`src/rtl/arp_reply_engine.sv`:
```
// Purpose: answers ARP requests for LOCAL_IP with an ARP reply and can send gratuitous ARP announcements.
// Latency: the first reply word is valid in the cycle after the last request word is accepted.
// Backpressure: the reply holds while i_tx_ready is low; o_arp_ready is low during TX and when a GARP is due.
module arp_reply_engine #(
    parameter logic [47:0] LOCAL_MAC = 48'h02_00_00_00_00_01,
    parameter logic [31:0] LOCAL_IP  = 32'hC0A8_0001,
    parameter bit          EN_GARP   = 1'b1,
    parameter int          CNT_W     = 16
) (
    input  logic             clk,
    input  logic             rst,
    input  logic [31:0]      i_arp_data,
    input  logic             i_arp_valid,
    input  logic             i_arp_last,
    output logic             o_arp_ready,
    output logic [31:0]      o_tx_data,
    output logic             o_tx_valid,
    output logic             o_tx_last,
    input  logic             i_tx_ready,
    input  logic             i_garp_req,
    output logic [CNT_W-1:0] o_req_cnt,
    output logic [CNT_W-1:0] o_reply_cnt,
    output logic [CNT_W-1:0] o_drop_cnt
);

    localparam logic [31:0]      ARP_W0    = 32'h0001_0800;  // Ethernet / IPv4
    localparam logic [31:0]      ARP_REQ1  = 32'h0604_0001;  // hlen/plen, oper=request
    localparam logic [31:0]      ARP_REP1  = 32'h0604_0002;  // hlen/plen, oper=reply
    localparam logic [CNT_W-1:0] CNT_MAX   = '1;

    typedef enum logic [1:0] {ST_RX, ST_DRAIN, ST_TX} state_t;

    state_t      state;
    state_t      state_nxt;
    logic [2:0]  rx_idx;       // saturates at 7 while padding is consumed
    logic [2:0]  tx_idx;
    logic [47:0] sha;
    logic [31:0] spa;
    logic        tx_garp;      // current TX burst is a gratuitous ARP
    logic        garp_pend;
    logic        garp_start;
    logic        rx_fire;
    logic        tx_fire;
    logic        word_bad;
    logic        req_inc;
    logic        drop_inc;
    logic        reply_inc;
    logic [31:0] tx_word;

    assign rx_fire = i_arp_valid & o_arp_ready;
    assign tx_fire = o_tx_valid & i_tx_ready;

    // A frame is bad as soon as a header word or the target IP mismatches.
    always_comb begin
        word_bad = 1'b0;
        case (rx_idx)
            3'd0:    word_bad = (i_arp_data != ARP_W0);
            3'd1:    word_bad = (i_arp_data != ARP_REQ1);
            3'd6:    word_bad = (i_arp_data != LOCAL_IP);
            default: word_bad = 1'b0;
        endcase
    end

    // Reply word selection; a GARP carries our own IP as target and zero THA.
    always_comb begin
        tx_word = 32'h0;
        case (tx_idx)
            3'd0:    tx_word = ARP_W0;
            3'd1:    tx_word = tx_garp ? ARP_REQ1 : ARP_REP1;
            3'd2:    tx_word = LOCAL_MAC[47:16];
            3'd3:    tx_word = {LOCAL_MAC[15:0], LOCAL_IP[31:16]};
            3'd4:    tx_word = {LOCAL_IP[15:0], (tx_garp ? 16'h0 : sha[47:32])};
            3'd5:    tx_word = tx_garp ? 32'h0 : sha[31:0];
            3'd6:    tx_word = tx_garp ? LOCAL_IP : spa;
            default: tx_word = 32'h0;
        endcase
    end

    // Next-state and stream outputs.
    always_comb begin
        state_nxt   = state;
        o_arp_ready = 1'b0;
        o_tx_valid  = 1'b0;
        o_tx_last   = 1'b0;
        o_tx_data   = 32'h0;
        garp_start  = 1'b0;
        req_inc     = 1'b0;
        drop_inc    = 1'b0;
        reply_inc   = 1'b0;
        case (state)
            ST_RX: begin
                if (garp_pend && (rx_idx == 3'd0)) begin
                    garp_start = 1'b1;
                    state_nxt  = ST_TX;
                end else begin
                    o_arp_ready = 1'b1;
                    if (i_arp_valid) begin
                        if (i_arp_last) begin
                            if ((rx_idx >= 3'd6) && !word_bad) begin
                                req_inc   = 1'b1;
                                state_nxt = ST_TX;
                            end else begin
                                drop_inc = 1'b1;
                            end
                        end else if (word_bad) begin
                            state_nxt = ST_DRAIN;
                        end
                    end
                end
            end
            ST_DRAIN: begin
                o_arp_ready = 1'b1;
                if (i_arp_valid && i_arp_last) begin
                    drop_inc  = 1'b1;
                    state_nxt = ST_RX;
                end
            end
            ST_TX: begin
                o_tx_valid = 1'b1;
                o_tx_data  = tx_word;
                o_tx_last  = (tx_idx == 3'd6);
                if (i_tx_ready && (tx_idx == 3'd6)) begin
                    reply_inc = 1'b1;
                    state_nxt = ST_RX;
                end
            end
            default: state_nxt = ST_RX;
        endcase
    end

    // State, word indices and GARP/reply selection.
    always_ff @(posedge clk) begin
        if (rst) begin
            state   <= ST_RX;
            rx_idx  <= 3'd0;
            tx_idx  <= 3'd0;
            tx_garp <= 1'b0;
        end else begin
            state <= state_nxt;
            if (rx_fire) begin
                if (i_arp_last)
                    rx_idx <= 3'd0;
                else if (rx_idx != 3'd7)
                    rx_idx <= rx_idx + 3'd1;
            end
            if (state != ST_TX)
                tx_idx <= 3'd0;
            else if (tx_fire)
                tx_idx <= tx_idx + 3'd1;
            if (garp_start)
                tx_garp <= 1'b1;
            else if (req_inc)
                tx_garp <= 1'b0;
        end
    end

    // Capture sender hardware and protocol addresses from words 2..4.
    always_ff @(posedge clk) begin
        if (rst) begin
            sha <= 48'h0;
            spa <= 32'h0;
        end else if (rx_fire && (state == ST_RX)) begin
            case (rx_idx)
                3'd2:    sha[47:16] <= i_arp_data;
                3'd3:    {sha[15:0], spa[31:16]} <= i_arp_data;
                3'd4:    spa[15:0] <= i_arp_data[31:16];
                default: ;
            endcase
        end
    end

    generate
        if (EN_GARP) begin : g_garp
            // Pending request; repeats while pending or while a GARP is on the wire merge into one.
            always_ff @(posedge clk) begin
                if (rst)
                    garp_pend <= 1'b0;
                else if (garp_start)
                    garp_pend <= 1'b0;
                else if (i_garp_req && !((state == ST_TX) && tx_garp))
                    garp_pend <= 1'b1;
            end
        end else begin : g_no_garp
            assign garp_pend = 1'b0;
        end
    endgenerate

    // Saturating statistics counters.
    always_ff @(posedge clk) begin
        if (rst) begin
            o_req_cnt   <= '0;
            o_reply_cnt <= '0;
            o_drop_cnt  <= '0;
        end else begin
            if (req_inc && (o_req_cnt != CNT_MAX))
                o_req_cnt <= o_req_cnt + 1'b1;
            if (reply_inc && (o_reply_cnt != CNT_MAX))
                o_reply_cnt <= o_reply_cnt + 1'b1;
            if (drop_inc && (o_drop_cnt != CNT_MAX))
                o_drop_cnt <= o_drop_cnt + 1'b1;
        end
    end

endmodule

```
`config.mk`:
```
export PLATFORM = sky130hd
export DESIGN_NAME = arp_reply_engine
export DESIGN_NICKNAME = d
export VERILOG_FILES = /design/src/rtl/arp_reply_engine.sv
export SDC_FILE = /design/constraint.sdc
export NUM_CORES = 1
export LEC_CHECK = 0
export CAP_MARGIN = 20
export CORE_ASPECT_RATIO = 0.9
export CORE_UTILIZATION = 24
export CTS_CLUSTER_SIZE = 30
export DETAILED_ROUTE_END_ITERATION = 8
export GPL_TIMING_DRIVEN = 0
export HOLD_SLACK_MARGIN = 0.02
export SLEW_MARGIN = 25
export SYNTH_ARGS = -nofsm -noshare
export SYNTH_HDL_FRONTEND = slang
export SYNTH_SLANG_ARGS = --single-unit
```
`constraint.sdc`:
```
create_clock -name clk -period 2.6 [get_ports clk]
set_input_delay 0.52 -clock clk [delete_from_list [all_inputs] [get_ports clk]]
set_output_delay 0.52 -clock clk [all_outputs]
set_load 0.01 [all_outputs]
```
-- Word level (Yosys, flattened, before mapping)
Cells that the tools add are included.
- mux-type cells: 38
- reduce and logical (&&, ||, !) cells: 24
- add/sub/neg operators: 5
- bitwise gates (word level): 2
- order comparisons: 1
- equal/unequal tests: 26
- operators by type and width (cell ; number):
    one-hot mux 32 bit (7 select lines) ; 1
    2-to-1 mux 32 bit ; 3
    adder 16 x 1 -> 16 bit, second input constant ; 3
    != test 16 bit, second input constant ; 3
    != test 32 x 17 -> 1 bit, second input constant ; 1
    != test 32 x 27 -> 1 bit, second input constant ; 1
    != test 32 bit, second input constant ; 1
    2-to-1 mux 1 bit ; 19
    2-to-1 mux 16 bit ; 1
    2-to-1 mux 2 bit ; 8
    equality test 3 bit, second input constant ; 5
    equality test 3 x 2 -> 1 bit, second input constant ; 4
    logical AND 1 bit ; 10
    != test 4 bit, second input constant ; 2
    AND reduction 2 bit ; 4
    adder 3 x 1 -> 3 bit, second input constant ; 2
    equality test 3 x 1 -> 1 bit, second input constant ; 2
    zero test 3 bit ; 2
    2-to-1 mux 3 bit ; 2
    != test 2 bit, second input constant ; 3
    != test 3 bit, second input constant ; 2
    one-hot mux 2 bit (3 select lines) ; 1
    AND reduction 5 bit ; 1
    one-hot mux 1 bit (2 select lines) ; 2
    9 further kinds ; 13
- register bits: 138
- output and inout port bits: 83
- logic and storage cells: 108
- input port bits: 38

-- Depth between registers and ports, before layout
Gate-level depths: netlist (run 1).
- word-level depth: 11
- depth in mapped cells: 10

-- Least setup slack after synthesis (run 1)
Ideal clock, no wire load.
- kind: register to register
- start point: register rx_idx[1]
- end point: register o_req_cnt[12]
- library setup time: 70 ps
- data required time: 2530 ps
- cell stages (with the launch flop): 9
- path slack: -149 ps
- arrival time: 2679 ps
- clock period less this slack: 2749 ps
- cells stage by stage: dfxtp_1 -> ha_1 -> mux2i_1 -> or4b_1 -> a222oi_1 -> a31oi_1 -> clkbuf_1 -> or4_1 -> a21oi_1
- longest elaborated chain between the ends: 10
- elaborated cells between the ends (all ways): 14
- classes of those cells: 1 x order compare; 2 x eq/ne; 6 x mux; 5 x reduce/logical
- ends and longest elaborated chain (what ; RTL line ; text):
    start, declared ; 35 ; logic [2:0] rx_idx;
    start signal, assigned ; 144 ; rx_idx <= rx_idx + 3'd1;
    equality test 3 bit, or another cell as far along ; 56 ; case (rx_idx)
    one-hot mux 1 bit (3 select lines) ; 56 ;
    zero test 1 bit ; 99 ; if ((rx_idx >= 3'd6) && !word_bad) begin
    logical AND 1 bit ; 99 ;
    2-to-1 mux 1 bit ; 99 ;
    2-to-1 mux 1 bit ; 98 ; if (i_arp_last) begin
    2-to-1 mux 1 bit ; 97 ; if (i_arp_valid) begin
    2-to-1 mux 1 bit * ; 92 ; if (garp_pend && (rx_idx == 3'd0)) begin
    2-to-1 mux 1 bit * ; 90 ; case (state)
    logical AND 1 bit * ; 195 ; if (req_inc && (o_req_cnt != CNT_MAX))
    end signal, assigned ; 196 ; o_req_cnt <= o_req_cnt + 1'b1;
    end, declared ; 21 ; output logic [CNT_W-1:0] o_req_cnt,
Every way passes the cells marked *; elsewhere a longest branch is shown, timed or not.
A chain may end at the register's enable or synchronous reset.

-- Worst setup path after layout (run 1)
- start point: register tx_idx[1]
- end point: output port o_tx_data[19]
- longest elaborated chain between the ends: 3
- elaborated cells between the ends (all ways): 9
- classes of those cells: 6 x eq/ne; 2 x mux; 1 x reduce/logical
- ends and longest elaborated chain (what ; RTL line ; text):
    start, declared ; 36 ; logic [2:0] tx_idx;
    start signal, assigned ; 149 ; tx_idx <= tx_idx + 3'd1;
    equality test 3 bit, or another cell as far along ; 67 ; case (tx_idx)
    one-hot mux 32 bit (7 select lines) * ; 67 ;
    2-to-1 mux 32 bit * ; 90 ;
    end, declared ; 16 ; output logic [31:0] o_tx_data,
Marked as above.

==> results of run 1 <==
[report_power, final]
part / total (mW) / switching (mW) / internal, mW / leakage [nW]
registers: 2.16 / 0.0309 / 2.13 / 1.12
clock network: 2.37 / 1.09 / 1.29 / 0.271
logic: 0.548 / 0.319 / 0.229 / 1.82
[what timing repair did]
action	CTS	global route
resized for setup	256	82
buffers inserted	20	10
gates cloned	3	1
hold buffers	0	0
pin swaps	24	30
endpoints found under the setup margin	90	63
[flip-flops by register name (all words and copies together), names as in the netlist]
register,count
o_req_cnt,16
spa,32
rx_idx,3
o_reply_cnt,16
o_drop_cnt,16
tx_garp,1
garp_pend,1
state,2
tx_idx,3
sha,48
[layer usage]
| layer | vias up | global-route usage |
|---|---|---|
| met4 | 0 | 0.0530 |
| met5 | - | 0 |
| met3 | 26 | 0.0401 |
| met2 | 234 | 0.272 |
| li1 | 3339 | - |
| met1 | 3390 | 0.227 |
[final cells by class]
| type | instances | area (um2) |
|---|---|---|
| Tap cell | 348 | 435 |
| Fill cell | 2710 | 16600 |
| Clock buffer | 18 | 439 |
| Clock inverter | 14 | 126 |
| Buffer | 54 | 372 |
| Multi-Input combinational cell | 647 | 3980 |
| Timing Repair Buffer | 152 | 1440 |
| Sequential cell | 138 | 2780 |
| Inverter | 13 | 58.8 |
[logic make-up (layout without fill, tap and decap cells)]
family                     count (synthesis)  in the layout
adders and majority gates                 14             14
DFF                                      138            138
and+or+nand+nor                          387            387
xor gates and xnor gates                  16             16
buffers and inverters                     70            251
muxes                                      8              8
AOI/OAI and AO/OA                        222            222
[layout by cell type, fill, tap and decap left out, types with 5 or more instances in the layout]
master           instances
a21oi_2                 18
o21ai_0                 28
and3_1                  16
clkbuf_16               22
or3_1                   18
nor3_1                   9
xnor2_1                  6
buf_2                   14
clkdlybuf4s50_1         75
o31ai_1                 10
and2_1                   5
buf_6                   21
inv_1                    8
inv_6                    7
a22oi_2                 10
a22oi_1                  9
a21oi_1                113
buf_4                   27
clkbuf_2                 6
nor2_1                  43
ha_1                     6
mux2i_1                  6
a22o_1                   6
dlygate4sd2_1            7
nand3_1                 22
xor2_1                  10
nand4_1                 18
nor2_4                   7
dfxtp_1                131
ha_4                     7
nand2_1                197
or4_1                    7
and4_1                   5
clkbuf_1                37
[critical path, cell delays in order, from the launching register on]
cell       delay (ns)
dfxtp_4          0.37
inv_4            0.08
ha_4             0.16
and2_4           0.19
clkbuf_16        0.16
nor2b_4          0.25
buf_6            0.13
nand2_2          0.05
a21oi_2          0.15
buf_2            0.16
[final timing paths]
kind              endpoint  slack [ns]  cells past startpoint
max          o_tx_data[19]       -0.06                      9
min                spa[21]        0.45                      2
max reg2reg  o_req_cnt[14]       -0.02                     10
min reg2reg        spa[21]        0.45                      2
[stage by stage]
step	hold WS, ns	area (um2)	std cells	setup TNS, ns	power, mW
floorplan	0.433	6520	855	-0.0266	2.38
global placement	0.440	8140	1321	-82.35	2.60
detailed placement	0.446	8140	1321	-84.27	2.60
CTS	0.455	9270	1373	-0.303	5.07
global route	0.473	9630	1384	-2.21	5.26
finish	0.453	9630	1384	-0.300	5.08
==> run_results.csv, run 1 <==
group,metric,value,unit
cells_and_area,diodes,0,
grt,grt_pass1_wl,36400,um
synth,synth_compound_area_frac,0.194,
grt,grt_antenna_before_repair,0,
synth,synth.top_cells.by_count,"nand2_1, dfxtp_1, a21oi_1, clkbuf_1, nor2_1",
detailed_routing,antenna_left,0,
setup_path,cp.arrival,2.14,ns
sta,worst_pin_slew,0.785,ns
placed_design,io_buffers,118,
power,leakage,3.20,nW
synth,ys.flop_type,"dfxtp_1",
cells_and_area,synthToLayoutAreaGrowth,48.5,%
die,coreArea,26300,um2
die,die_h,158,um
detailed_routing,wl_met3,1600,um
worst_hold_path,min_path_type,"reg2reg",
sta,layout_setup_ws,-0.0594,ns
synth,synthAdderAreaFrac,0.0270,
setup_path,start_kind,"flip-flop",
detailed_routing,drc,0,
synth,synth_edf_count,0,
sta,timing.fmax,376,MHz
sta,finalSetupViolCount,13,
sta,finalMaxSlewViolations,0,
die,initial_utilization,0.247,
synth,synthMuxAreaShare,0.0125,
setup_path,path_max_fanout,6,
clock_tree,cts_tree,"done",
placed_design,pre_cts_ws,-1.09,ns
run_status,status,"finished, violations left",
synth,synth-xor-area-share,0.0216,
synth,synth_top_area_cell,"dfxtp_1",
grt,groute.usage.overall,0.171,
grt,grt_overflow,0,
sta,hold_viol,0,
setup_path,critPathCaptureType,"primary output",
clock_tree,cts.clk_slew.worst_paths,0.07,ns
detailed_routing,vias_per_cell,5.05,
cells_and_area,fin_util,0.367,
detailed_routing,drtIter0Drc,600,
synth,ys_types,47,
grt,grt_pass1_vias,6524,
sta,rsz0062_at_grt,"true",
synth,synth_nets,907,
detailed_routing,drt_wl_total,23600,um
setup_path,r2r-start,"rx_idx[1]",
die,fp.dieW,175,um
detailed_routing,routedWlPerCell,17.1,um
synth,seq_area_frac_synth,0.426,
clock_tree,root_buffer,"clkbuf_16",
die,die-area,27700,um2
run,drv_cap,0,
detailed_routing,vias,6989,
synth,mappedNetlistArea,6490,um2
setup_path,worstPathRequired,2.08,ns
clock_tree,clk_path_buf_depth,2,
run_status,violations,"negative setup slack",
synth,synthArstFlopShare,0,
detailed_routing,wl_met2,10900,um
clock_tree,cts_made_buffers,17,
sta,skew,0.0109,ns
synth,yosys-top-cells-area,"dfxtp_1, nand2_1, a21oi_1, clkbuf_1, nor2_1",
detailed_routing,top_layer,"met4",
detailed_routing,drtPass1Iterations,5,
synth,ys_ff_latch,138,
grt,grt_max_degree,17,
sta,period_minus_slack,2.66,ns
synth,postSynthCellCount,855,
clock_tree,clkLatencyLatePin,0.43,ns
placed_design,place.gp.congestion,0.847,
synth,synth_top_family_by_area,"simple AND/OR/NAND/NOR gates",
setup_path,crit_start,"tx_idx[1]",
die,io_pins,121,
sta,fin_crit_sh,1.02,
cells_and_area,nNetsFinal,1075,
synth,syn_area_per_cell,7.59,um2
clock_tree,cts.sinks,138,
detailed_routing,m1WireLength,10700,um
synth,yosysWarnings,0,
sta,relSlewSlack,0.476,
die,rows,56,
synth,yosys.area_share.simple,0.277,
power,pwr_density_cell,528,nW/um2
placed_design,dp_hpwl,16100,um
synth,synth_top_cell_area_share,0.426,
synth,synth.most_common_cell,"nand2_1",
setup_path,worstSetupPathType,"reg2out",
power,peakVddDrop,0.000410,V
cells_and_area,drive_above_1_share,0.204,
clock_tree,cts_max_level,4,
worst_hold_path,hold_start,"spa[21]",
No activity file was read; power rests on OpenSTA's default activity.
==> run 2: changes to the inputs <==
CORE_ASPECT_RATIO = not set   (was 0.9)
==> run 2 against run 1 <==
Against the previous run:
- the run ends with design-rule violations, negative setup slack left
- wire length fell by 1.8%
- count of clock-buffer cells in the layout fell by 1
- via count fell by 1.6%
- sequential power barely moved
- hold slack improved by 0.00058 ns
==> run_results.csv, run 2 (same netlist as run 1, synthesis figures left out) <==
group,metric,value,unit
die,coreArea,26300,um2
placed_design,pre_cts_ws,-1.10,ns
clock_tree,cts.clk_slew.worst_paths,0.07,ns
setup_path,worstSetupPathType,"reg2reg",
sta,period_minus_slack,2.70,ns
grt,met2_usage,0.266,
cells_and_area,max_flop_register,"sha",
setup_path,r2r_cells,10,
setup_path,cp.arrival,3.05,ns
power,swShare,0.280,
cells_and_area,fin_area,9710,um2
detailed_routing,antenna_left,0,
setup_path,worstPathRequired,2.95,ns
clock_tree,postCtsHoldBufs,0,
power,leakage,3.25,nW
cells_and_area,drive_above_1_share,0.225,
die,die_h,166,um
setup_path,r2r-end,"o_req_cnt[15]",
sta,layout_setup_ws,-0.0975,ns
worst_hold_path,min_path_type,"reg2reg",
clock_tree,clkLatencyLatePin,0.43,ns
worst_hold_path,min_delay_worst_endpoint,"spa[30]",
detailed_routing,drtIter0Drc,532,
sta,finalSetupViolCount,17,
power,p_seq_frac,0.415,
power,power_switching,1.46,mW
grt,grt_overflow,0,
sta,timing.fmax,371,MHz
sta,skew,0.0102,ns
detailed_routing,drtPass1Iterations,9,
power,internal_power,3.75,mW
sta,relSlewSlack,0.483,
placed_design,placed_cell_area,8120,um2
setup_path,start_kind,"flip-flop",
setup_path,r2r-start,"rx_idx[1]",
run_status,status,"finished, violations left",
sta,fin_crit_sh,1.04,
clock_tree,root_buffer,"clkbuf_16",
cells_and_area,final_common_cell,"nand2_1",
cells_and_area,largest_registers,"sha: 48 flops, spa: 32 flops",
cells_and_area,fillCellCount,2680,
clock_tree,cts_tree,"done",
power,power_frac_clock,0.478,
worst_hold_path,min_path_cells,2,
sta,finalMaxSlewViolations,0,
die,initial_utilization,0.247,
detailed_routing,vias_per_cell,5.00,
placed_design,dp_hpwl,15700,um
cells_and_area,nNetsFinal,1081,
clock_tree,cts_max_level,4,
cells_and_area,synthToLayoutAreaGrowth,49.7,%
grt,grt_pass1_vias,6525,
placed_design,io_buffers,118,
power,pwr_density_cell,536,nW/um2
sta,worst_pin_slew,0.775,ns
setup_path,r2r_slack,-0.1,ns
grt,gr-max-usage-layer,"met2",
placed_design,place.gp.congestion,0.807,
setup_path,critPathCaptureType,"flip-flop",
sta,holdWs,0.454,ns
grt,grt_max_degree,17,
grt,grt_antenna_before_repair,0,
die,io_pins,121,
sta,rsz0062_at_grt,"true",
worst_hold_path,hold_start,"spa[30]",
cells_and_area,largest_reg_flops,48,
clock_tree,cts.sinks,138,
die,die-area,27700,um2
detailed_routing,drt_wl_total,23200,um
detailed_routing,routedWlPerCell,16.8,um
power,peakVddDrop,0.000456,V
clock_tree,cts_made_buffers,17,
sta,hold_viol,0,
run_status,violations,"design-rule violations, negative setup slack",
run,drv_cap,0,
setup_path,path_max_fanout,8,
detailed_routing,vias,6879,
grt,use_met3,0.0422,
detailed_routing,drc,6,
die,fp.dieW,166,um
die,rows,59,
cells_and_area,final_cell_mix,"nand2_1, dfxtp_1, a21oi_1",
grt,grt_util_met1,0.216,
clock_tree,clk_path_buf_depth,2,
cells_and_area,diodes,0,
grt,grt_pass1_wl,36200,um
cells_and_area,fin_util,0.370,
power,p_comb_frac,0.107,
grt,groute.usage.overall,0.166,
==> run 2: worst max-delay path by stage <==
stage	startpoint	endpoint	slack, ns
finish	rx_idx[1]	o_req_cnt[15]	-0.1
global route	tx_idx[0]	o_tx_data[1]	-0.12
CTS	tx_idx[0]	o_tx_data[1]	-0.10
detailed placement	i_arp_data[8]	o_drop_cnt[1]	-1.10
global placement	i_arp_data[11]	o_drop_cnt[1]	-1.09
floorplan	rx_idx[0]	o_req_cnt[12]	-0.007
==> run 2: worst max-delay path, cell delays in order, from the launching register on <==
cell,delay (ns)
dfxtp_4,0.37
inv_4,0.06
ha_4,0.13
mux2i_2,0.08
or4b_1,0.48
a222oi_1,0.36
buf_4,0.21
a31oi_4,0.13
buf_8,0.18
or4_4,0.48
a21oi_2,0.14
==> run 2: stage by stage <==
| step | setup TNS (ns) | std cells | power [mW] |
|---|---|---|---|
| after floorplan | -0.0266 | 855 | 2.38 |
| after global placement | -80.33 | 1308 | 2.60 |
| after detailed placement | -81.27 | 1308 | 2.60 |
| after CTS | -0.567 | 1367 | 5.21 |
| after global routing | -1.93 | 1377 | 5.39 |
| final | -0.578 | 1377 | 5.21 |
==> run 2: timing repair <==
item                                    in CTS  in global routing
gates resized for setup                    257                 94
pin swaps                                   28                 56
endpoints found under the setup margin      77                 65
cloned                                       3                  1
setup buffers                               27                  9
==> run 2: cell type report <==
class,count,area (um2),share of cell area
tap,335,419,0.0432
clock buffer,17,425,0.0438
clock inverter,15,173,0.0178
timing repair buffer,158,1450,0.149
sequential,138,2780,0.286
multi-input combinational,647,4040,0.416
buffer,54,370,0.0381
inverter,13,58.8,0.00605
==> run 2: power by group through the flow <==
stage	logic (mW)	clock network, mW	registers (mW)
after floorplan	0.186	0	2.20
after global placement	0.395	0	2.20
after detailed placement	0.397	0	2.21
after CTS	0.517	2.54	2.16
after global routing	0.593	2.63	2.16
final	0.556	2.49	2.16
==> run 2: metal layers <==
| layer | wire length (um) | share of wire |
|---|---|---|
| met5 | 0 | 0 |
| met1 | 10400 | 0.45 |
| met2 | 10900 | 0.47 |
| met4 | 430 | 0.019 |
| met3 | 1450 | 0.062 |
